--- config.mk ---
export PLATFORM = sky130hd
export DESIGN_NAME = sbs_to_binary_flat
export DESIGN_NICKNAME = d
export VERILOG_FILES = /design/src/rtl/sbs_to_binary_if.sv /design/src/rtl/sbs_to_binary.sv /design/src/flat_wrapper.sv
export SDC_FILE = /design/constraint.sdc
export NUM_CORES = 1
export LEC_CHECK = 0
export BUFFER_PORTS_ARGS = -buffer_cell sky130_fd_sc_hd__buf_2
export CORE_ASPECT_RATIO = 0.8
export CORE_UTILIZATION = 55
export CTS_CLUSTER_DIAMETER = 60
export CTS_CLUSTER_SIZE = 20
export DETAILED_ROUTE_END_ITERATION = 8
export HOLD_SLACK_MARGIN = 0.06
export PLACE_DENSITY = 0.87
export SETUP_SLACK_MARGIN = 0.05
export SKIP_CTS_REPAIR_TIMING = 1
export SLEW_MARGIN = 20
export SYNTH_ARGS = -nofsm -noshare
export SYNTH_HDL_FRONTEND = slang
export SYNTH_SLANG_ARGS = --single-unit
--- constraint.sdc ---
create_clock -name clk -period 2.2 [get_ports clk]
set_clock_uncertainty 0.1 [all_clocks]
set_input_delay 0.22 -clock clk [delete_from_list [all_inputs] [get_ports clk]]
set_output_delay 0.22 -clock clk [all_outputs]
set_load 0.02 [all_outputs]
--- src/rtl/sbs_to_binary_if.sv ---
// Handshake/bus bundle for sbs_to_binary.
// master: the side that requests conversions, feeds the SBS stream and
//         consumes results.
// slave : the converter itself.
interface sbs_to_binary_if #(
    parameter int CW = 4
) ();
    logic          start;
    logic          sbs_in;
    logic          busy;
    logic [CW-1:0] count_out;
    logic          out_valid;
    logic          out_ready;

    modport master (
        output start,
        output sbs_in,
        output out_ready,
        input  busy,
        input  count_out,
        input  out_valid
    );

    modport slave (
        input  start,
        input  sbs_in,
        input  out_ready,
        output busy,
        output count_out,
        output out_valid
    );
endinterface

--- src/rtl/sbs_to_binary.sv ---
// sbs_to_binary: counts ones of a stochastic bit stream over WINDOW cycles
// after discarding SKIP cycles, and hands the count out over valid/ready.
// Optional build macro: SBS_AUTORESTART_EN -- when defined, a completed
// handshake starts the next window immediately (no SKIP, no start needed).
module sbs_to_binary #(
    parameter int WINDOW = 15,
    parameter int SKIP   = 2,
    parameter int CW     = 4
) (
    input  logic              clk,
    input  logic              rst,
    sbs_to_binary_if.slave    bus
);
    localparam logic [1:0] ST_IDLE  = 2'd0;
    localparam logic [1:0] ST_SKIP  = 2'd1;
    localparam logic [1:0] ST_COUNT = 2'd2;
    localparam logic [1:0] ST_DONE  = 2'd3;

    // The cycle counter serves both the SKIP phase and the COUNT phase, so it
    // must hold whichever terminal value is larger.
    localparam int SKIPW = $clog2(SKIP + 1);
    localparam int CNTW  = (CW > SKIPW) ? CW : SKIPW;

    logic [1:0]      state_q, state_d;
    logic [CW-1:0]   acc_q, acc_d;
    logic [CW-1:0]   count_q, count_d;
    logic [CNTW-1:0] cnt_q, cnt_d;
    logic            valid_q, valid_d;
    logic [CW-1:0]   acc_sum;

    // Running sum including the current sample; also the final result on the
    // last sample of the window.
    always_comb begin
        acc_sum = acc_q + {{(CW-1){1'b0}}, bus.sbs_in};
    end

    // Next-state and datapath logic for the conversion FSM.
    always_comb begin
        state_d = state_q;
        acc_d   = acc_q;
        cnt_d   = cnt_q;
        count_d = count_q;
        valid_d = valid_q;
        case (state_q)
            ST_IDLE: begin
                acc_d = '0;
                cnt_d = '0;
                if (bus.start) begin
                    state_d = (SKIP == 0) ? ST_COUNT : ST_SKIP;
                end
            end
            ST_SKIP: begin
                // Generator pipeline flush: sbs_in is deliberately ignored.
                if (cnt_q == CNTW'(SKIP - 1)) begin
                    state_d = ST_COUNT;
                    cnt_d   = '0;
                end else begin
                    cnt_d = cnt_q + 1'b1;
                end
            end
            ST_COUNT: begin
                acc_d = acc_sum;
                if (cnt_q == CNTW'(WINDOW - 1)) begin
                    count_d = acc_sum;
                    valid_d = 1'b1;
                    state_d = ST_DONE;
                    cnt_d   = '0;
                end else begin
                    cnt_d = cnt_q + 1'b1;
                end
            end
            ST_DONE: begin
                // Result is held until accepted; start has no effect here.
                if (valid_q && bus.out_ready) begin
                    valid_d = 1'b0;
`ifdef SBS_AUTORESTART_EN
                    state_d = ST_COUNT;
                    acc_d   = '0;
                    cnt_d   = '0;
`else
                    state_d = ST_IDLE;
`endif
                end
            end
            default: begin
                state_d = ST_IDLE;
            end
        endcase
    end

    // State registers; reset discards any partial window.
    always_ff @(posedge clk or posedge rst) begin
        if (rst) begin
            state_q <= ST_IDLE;
            acc_q   <= '0;
            cnt_q   <= '0;
            count_q <= '0;
            valid_q <= 1'b0;
        end else begin
            state_q <= state_d;
            acc_q   <= acc_d;
            cnt_q   <= cnt_d;
            count_q <= count_d;
            valid_q <= valid_d;
        end
    end

    assign bus.busy      = (state_q == ST_SKIP) || (state_q == ST_COUNT);
    assign bus.count_out = count_q;
    assign bus.out_valid = valid_q;

endmodule

--- src/flat_wrapper.sv ---
// flat-port wrapper written by rule: the top's interface ports become plain ports
module sbs_to_binary_flat 
#(
    parameter int WINDOW = 15,
    parameter int SKIP   = 2,
    parameter int CW     = 4
)
  (clk, rst, bus_start, bus_sbs_in, bus_out_ready, bus_busy, bus_count_out, bus_out_valid);
  sbs_to_binary_if #(.CW(CW)) bus_i ();
  input  logic clk;
  input  logic rst;
  input wire logic [$bits(bus_i.start)-1:0] bus_start;
  input wire logic [$bits(bus_i.sbs_in)-1:0] bus_sbs_in;
  input wire logic [$bits(bus_i.out_ready)-1:0] bus_out_ready;
  output wire logic [$bits(bus_i.busy)-1:0] bus_busy;
  output wire logic [$bits(bus_i.count_out)-1:0] bus_count_out;
  output wire logic [$bits(bus_i.out_valid)-1:0] bus_out_valid;
  assign bus_i.start = bus_start;
  assign bus_i.sbs_in = bus_sbs_in;
  assign bus_i.out_ready = bus_out_ready;
  assign bus_busy = bus_i.busy;
  assign bus_count_out = bus_i.count_out;
  assign bus_out_valid = bus_i.out_valid;
  sbs_to_binary #(.WINDOW(WINDOW), .SKIP(SKIP), .CW(CW)) u_core (.clk(clk), .rst(rst), .bus(bus_i));
endmodule
==> flow_summary.json, run 1 <==
{
  "synth_top_area_share_pct": 42.1,
  "syn_inst": 89,
  "htree_levels": 1,
  "fmax_ghz": 0.507,
  "coreArea_um2": 1460,
  "fin_crit_sh_pct": 89.7,
  "path_clk_slew_ps": 90,
  "r2r-start": "u_core.state_q[0]$_DFFE_PP0P_",
  "clockRootBuffer": "clkbuf_4",
  "seq_area_frac_synth_pct": 42.1,
  "synth_area_um2": 892,
  "cp_max_fo": 14,
  "ys.flop_type": "dfrtp_1",
  "tns_ps": 0,
  "grt_pass1_vias": 554,
  "layout_setup_ws_ps": 226,
  "power_per_cell_area_nw_per_um2": 1310,
  "p_leak_nw": 0.451,
  "place_ws_ps": 183,
  "cts_max_path_buffers": 2,
  "place.gp.congestion": 0.817,
  "crit_type": "flip-flop to flip-flop",
  "io_pins": 11,
  "async_reset_ff_share_pct": 100,
  "die_h_um": 38.0,
  "placedCellCount": 117,
  "min_period_ps": 1970,
  "nNetsFinal": 115,
  "grt-ovfl-total": 0,
  "yosysUniqueCellTypes": 33,
  "post-dp-hpwl_um": 1260,
  "yosysTopAreaCell": "dfrtp_1",
  "fin_cells": 122,
  "synth.top_cells.by_count": "dfrtp_1 (15), nand2_1 (11), o21ai_0 (10)",
  "syn2layout_area_growth_pct": 10.4,
  "nFillCells": 121,
  "slew_headroom_pct": 62.7,
  "ir_drop_mv": 0.801,
  "grt_usage_pct": 23.0,
  "hold_start": "bus_out_ready",
  "min_path_cells": 3,
  "firstDrtPassIters": 4,
  "finalSetupViolCount": 0,
  "clk_latency_ps": 290,
  "wl_per_cell_um": 14.0,
  "yosysMostFrequentCell": "dfrtp_1",
  "ys_ff_latch": 15,
  "cts_buffers": 3,
  "antenna_found_initial": 0,
  "rsz0062_at_grt": "no",
  "finalWirelength_um": 1700,
  "ys_top_cells_by_area": "dfrtp_1 (42%), ha_1 (11%), o21ai_0 (5.6%)",
  "worstPathRequired_ps": 2280,
  "drv_slew": 0,
  "synth_fp_nets": 102,
  "whs_endpoint": "u_core.bus.out_valid$_DFFE_PP0P_",
  "grt_first_pass_wirelength_um": 2680,
  "avgSynthCellArea_um2": 10.0,
  "r2r_slack_ps": 230,
  "avgViaCountPerCell": 5.46,
  "grt_max_degree": 16,
  "final_hold_viol_count": 0,
  "reg2regPathDepth": 4,
  "cts_sinks": 15,
  "synth-warning-count": 0,
  "start_util_pct": 61.3,
  "die_area_um2": 1790,
  "synth_edf_count": 0,
  "rows": 12,
  "cts_tree": "done",
  "drv_cap": 0,
  "layout-drive-gt1-share_pct": 22.8,
  "worst_slew_pin_slew_ps": 560,
  "drtIter0Drc": 6,
  "drc_errors": 0,
  "vias": 666,
  "diodes": 0,
  "arrival_ps": 2050,
  "outcome": "finished clean",
  "die_w_um": 47.0,
  "io_buffers": 10,
  "reg2reg_to": "u_core.bus.count_out[0]$_DFFE_PP0P_",
  "holdCritPathClass": "primary input to flip-flop",
  "cp-end-kind": "flip-flop",
  "hold_ws_ps": 118,
  "start_kind": "flip-flop",
  "antenna_left": 0
}
-- metrics by stage --
stage / util [%] / area, um^2 / power (W)
after detailed placement: 65.1 / 948 / 0.00113
after global routing: 67.6 / 985 / 0.00139
after floorplan: - / 892 / 0.000955
final: 67.6 / 985 / 0.00129
after global placement: 65.1 / 948 / 0.00110
after CTS: 66.9 / 975 / 0.00130
-- report_power, final --
part / switching [W] / total, W / internal [W]
Combinational: 0.000386 / 0.000676 / 0.000291
Clock: 0.0000883 / 0.000159 / 0.0000705
Sequential: 0.0000858 / 0.000456 / 0.000370
-- cells in the final DEF (no fill, tap or decap), types with 2 or more instances in the layout --
cell type and n:
a21oi_1 3, a22o_1 2, buf_2 10, clkbuf_4 3
dfrtp_1 15, ha_1 8, inv_1 3, mux2_2 2
mux2i_1 2, nand2_1 11, nand2b_1 3, nand3_1 2
nand4_1 2, nor2_1 3, nor2b_1 4, o21ai_0 10
-- cell families (layout without fill, tap and decap cells) --
group                      after synthesis  in the layout  synth area share (%)
and+or+nand+nor                         32             32                  19.6
AOI/OAI and AO/OA                       21             21                  15.1
DFF                                     15             15                  42.1
adders and majority gates                8              8                  11.2
buffers and inverters                    6             18                  3.51
muxes                                    5              5                  6.45
xor gates and xnor gates                 2              2                  1.96
-- state kept, by name (all words and copies together) (netlist names) --
name and count:
u_core.acc_q 4, u_core.bus.count_out 4, u_core.cnt_q 4, u_core.state_q 2, u_core.bus.out_valid 1
-- critical path, stage by stage (launching register included) --
cell and delay [ps]:
dfrtp_1 430, inv_1 150, ha_1 460, nand4_1 360, mux2_2 370
-- worst max-delay path by stage --
stage	startpoint	endpoint	slack, ps	cells after the start
5_1_grt	u_core.state_q[0]$_DFFE_PP0P_	u_core.bus.count_out[0]$_DFFE_PP0P_	90	4
3_5_place_dp	u_core.state_q[0]$_DFFE_PP0P_	u_core.bus.count_out[0]$_DFFE_PP0P_	180	4
2_1_floorplan	u_core.cnt_q[2]$_DFFE_PP0P_	u_core.state_q[1]$_DFFE_PP0P_	440	5
6_report	u_core.state_q[0]$_DFFE_PP0P_	u_core.bus.count_out[0]$_DFFE_PP0P_	230	4
3_3_place_gp	u_core.cnt_q[2]$_DFFE_PP0P_	u_core.state_q[1]$_DFFE_PP0P_	390	4
4_1_cts	u_core.state_q[0]$_DFFE_PP0P_	u_core.bus.count_out[0]$_DFFE_PP0P_	180	4
-- per-layer routing --
metal  vias up  share of wire, %  global-route usage (%)
met3         2               3.1                    7.08
met2        10                46                    31.3
li1        335                 -                       -
met1       319                50                    33.7
met4         0               1.2                    8.57
met5         -                 0                       0
-- final cells by class --
cell class,count,area (um^2),share of cell area (%)
multi-input combinational,68,485,49.3
sequential,15,375,38.1
timing repair buffer,11,60.1,6.10
clock buffer,4,26.3,2.67
tap,21,26.3,2.67
inverter,3,11.3,1.14
Note: power is estimated with default switching activity, not from simulation.
==> run 2: changes to the inputs <==
--- a/config.mk
+++ b/config.mk
@@ -6,13 +6,14 @@
 export NUM_CORES = 1
 export LEC_CHECK = 0
 export BUFFER_PORTS_ARGS = -buffer_cell sky130_fd_sc_hd__buf_2
-export CORE_ASPECT_RATIO = 0.8
-export CORE_UTILIZATION = 55
+export CORE_UTILIZATION = 58
+export CTS_BUF_LIST = sky130_fd_sc_hd__clkbuf_4 sky130_fd_sc_hd__clkbuf_8
 export CTS_CLUSTER_DIAMETER = 60
 export CTS_CLUSTER_SIZE = 20
 export DETAILED_ROUTE_END_ITERATION = 8
+export GPL_TIMING_DRIVEN = 0
 export HOLD_SLACK_MARGIN = 0.06
-export PLACE_DENSITY = 0.87
+export PLACE_DENSITY = 0.91
 export SETUP_SLACK_MARGIN = 0.05
 export SKIP_CTS_REPAIR_TIMING = 1
 export SLEW_MARGIN = 20
==> flow_summary.json, run 2 (same netlist as run 1, synthesis figures left out) <==
{
  "outcome": "finished clean",
  "worst_slew_pin_slew_ps": 564,
  "reg2regPathDepth": 5,
  "cts_max_path_buffers": 2,
  "syn2layout_area_growth_pct": 12.2,
  "final_util_pct": 73.3,
  "crit_buf_inv": 1,
  "cts_sinks": 15,
  "path_delay_family": "simple AND/OR/NAND/NOR gates",
  "rows": 13,
  "firstDrtPassIters": 4,
  "crit_type": "flip-flop to flip-flop",
  "io_pins": 11,
  "io_buffers": 10,
  "nNetsFinal": 118,
  "die_h_um": 41.2,
  "grt-ovfl-total": 0,
  "post-dp-hpwl_um": 1170,
  "min_period_ps": 1830,
  "tns_ps": 0,
  "finalSetupViolCount": 0,
  "cp_max_fo": 9,
  "cpPeakStageDelay_ps": 510,
  "p_leak_nw": 0.467,
  "hold_ws_ps": 122,
  "holdCritPathClass": "primary input to flip-flop",
  "setup.worst_path.start": "u_core.cnt_q[2]$_DFFE_PP0P_",
  "ir_drop_mv": 0.950,
  "power_per_cell_area_nw_per_um2": 1300,
  "layout-drive-gt1-share_pct": 25.0,
  "die_w_um": 41.2,
  "grt_max_degree": 16,
  "r2r-start": "u_core.cnt_q[2]$_DFFE_PP0P_",
  "grt_usage_pct": 22.6,
  "arrival_ps": 1910,
  "reg2reg_to": "u_core.state_q[1]$_DFFE_PP0P_",
  "fin_crit_sh_pct": 83.2,
  "grt_first_pass_wirelength_um": 2450,
  "path_clk_slew_ps": 90,
  "wl_per_cell_um": 14.1,
  "clk_latency_ps": 290,
  "start_kind": "flip-flop",
  "die_area_um2": 1700,
  "layout_commonest_cell": "dfrtp_1",
  "diodes": 0,
  "hold_start": "bus_out_ready",
  "layout_setup_ws_ps": 371,
  "antenna_found_initial": 0,
  "cp-end-kind": "flip-flop",
  "worstPathRequired_ps": 2280,
  "fin_area_um2": 1000,
  "vias": 704,
  "crit_cells": 5,
  "clockRootBuffer": "clkbuf_4",
  "drv_cap": 0,
  "coreArea_um2": 1370,
  "path_cells": "buf_6 > or4b_4 > a21oi_2 > o21ai_2 > mux2_4",
  "fmax_ghz": 0.547,
  "cpMaxStageDelayCell": "or4b_4",
  "grt_pass1_vias": 588,
  "final_hold_viol_count": 0,
  "slew_headroom_pct": 62.4,
  "place.gp.congestion": 0.798,
  "layout_common_cells": "dfrtp_1 (15), buf_2 (11), nand2_1 (11)",
  "drc_errors": 0,
  "r2r_slack_ps": 370,
  "drv_slew": 0,
  "drtIter0Drc": 30,
  "cts_tree": "done",
  "place_area_um2": 961,
  "cts_buffers": 3,
  "htree_levels": 1,
  "antenna_left": 0,
  "cp-endpoint": "u_core.state_q[1]$_DFFE_PP0P_",
  "avgViaCountPerCell": 5.92,
  "rsz0062_at_grt": "no",
  "finalWirelength_um": 1680,
  "place_ws_ps": 388,
  "start_util_pct": 65.3
}
[run 2: stage by stage]
step / power, W / std cells
2_1_floorplan: 0.000955 / 89
3_3_place_gp: 0.00110 / 114
3_5_place_dp: 0.00112 / 114
4_1_cts: 0.00130 / 118
5_1_grt: 0.00138 / 119
6_report: 0.00130 / 119
[run 2: how the worst min path moves through the flow]
stage / end / cells past startpoint
finish: u_core.bus.out_valid$_DFFE_PP0P_ / 3
global route: u_core.bus.out_valid$_DFFE_PP0P_ / 3
CTS: u_core.bus.count_out[3]$_DFFE_PP0P_ / 2
detailed placement: u_core.bus.count_out[3]$_DFFE_PP0P_ / 2
global placement: u_core.bus.count_out[2]$_DFFE_PP0P_ / 2
floorplan: u_core.acc_q[0]$_DFFE_PP0P_ / 1
[run 2: power breakdown]
group          switching, W  leakage (nW)  internal [W]  total (W)
Combinational      0.000386         0.259      0.000293   0.000679
Clock             0.0000930        0.0184     0.0000829   0.000176
Sequential        0.0000765         0.190      0.000370   0.000447
[run 2: final cells by class]
type / count / area [um^2]
sequential: 15 / 375
timing repair buffer: 11 / 60.1
tap: 15 / 18.8
multi-input combinational: 68 / 485
buffer: 3 / 20.0
clock buffer: 4 / 30.0
fill: 107 / 365
inverter: 3 / 11.3
[run 2: worst register-to-register path, delay by kind of cell, from the launching register on]
| kind | cells | cell delay, ps |
|---|---|---|
| AOI/OAI and AO/OA | 2 | 300 |
| muxes | 1 | 300 |
| buffers and inverters | 1 | 130 |
| DFF | 1 | 380 |
| and+or+nand+nor | 1 | 510 |
[run 2: metal layers]
metal / track usage (%) / up-vias / wire length [um]
li1: - / 340 / -
met2: 38.7 / 41 / 803
met3: 4.89 / 4 / 105
met4: 7.26 / 0 / 21
met1: 27.9 / 319 / 747
met5: 0 / - / 0
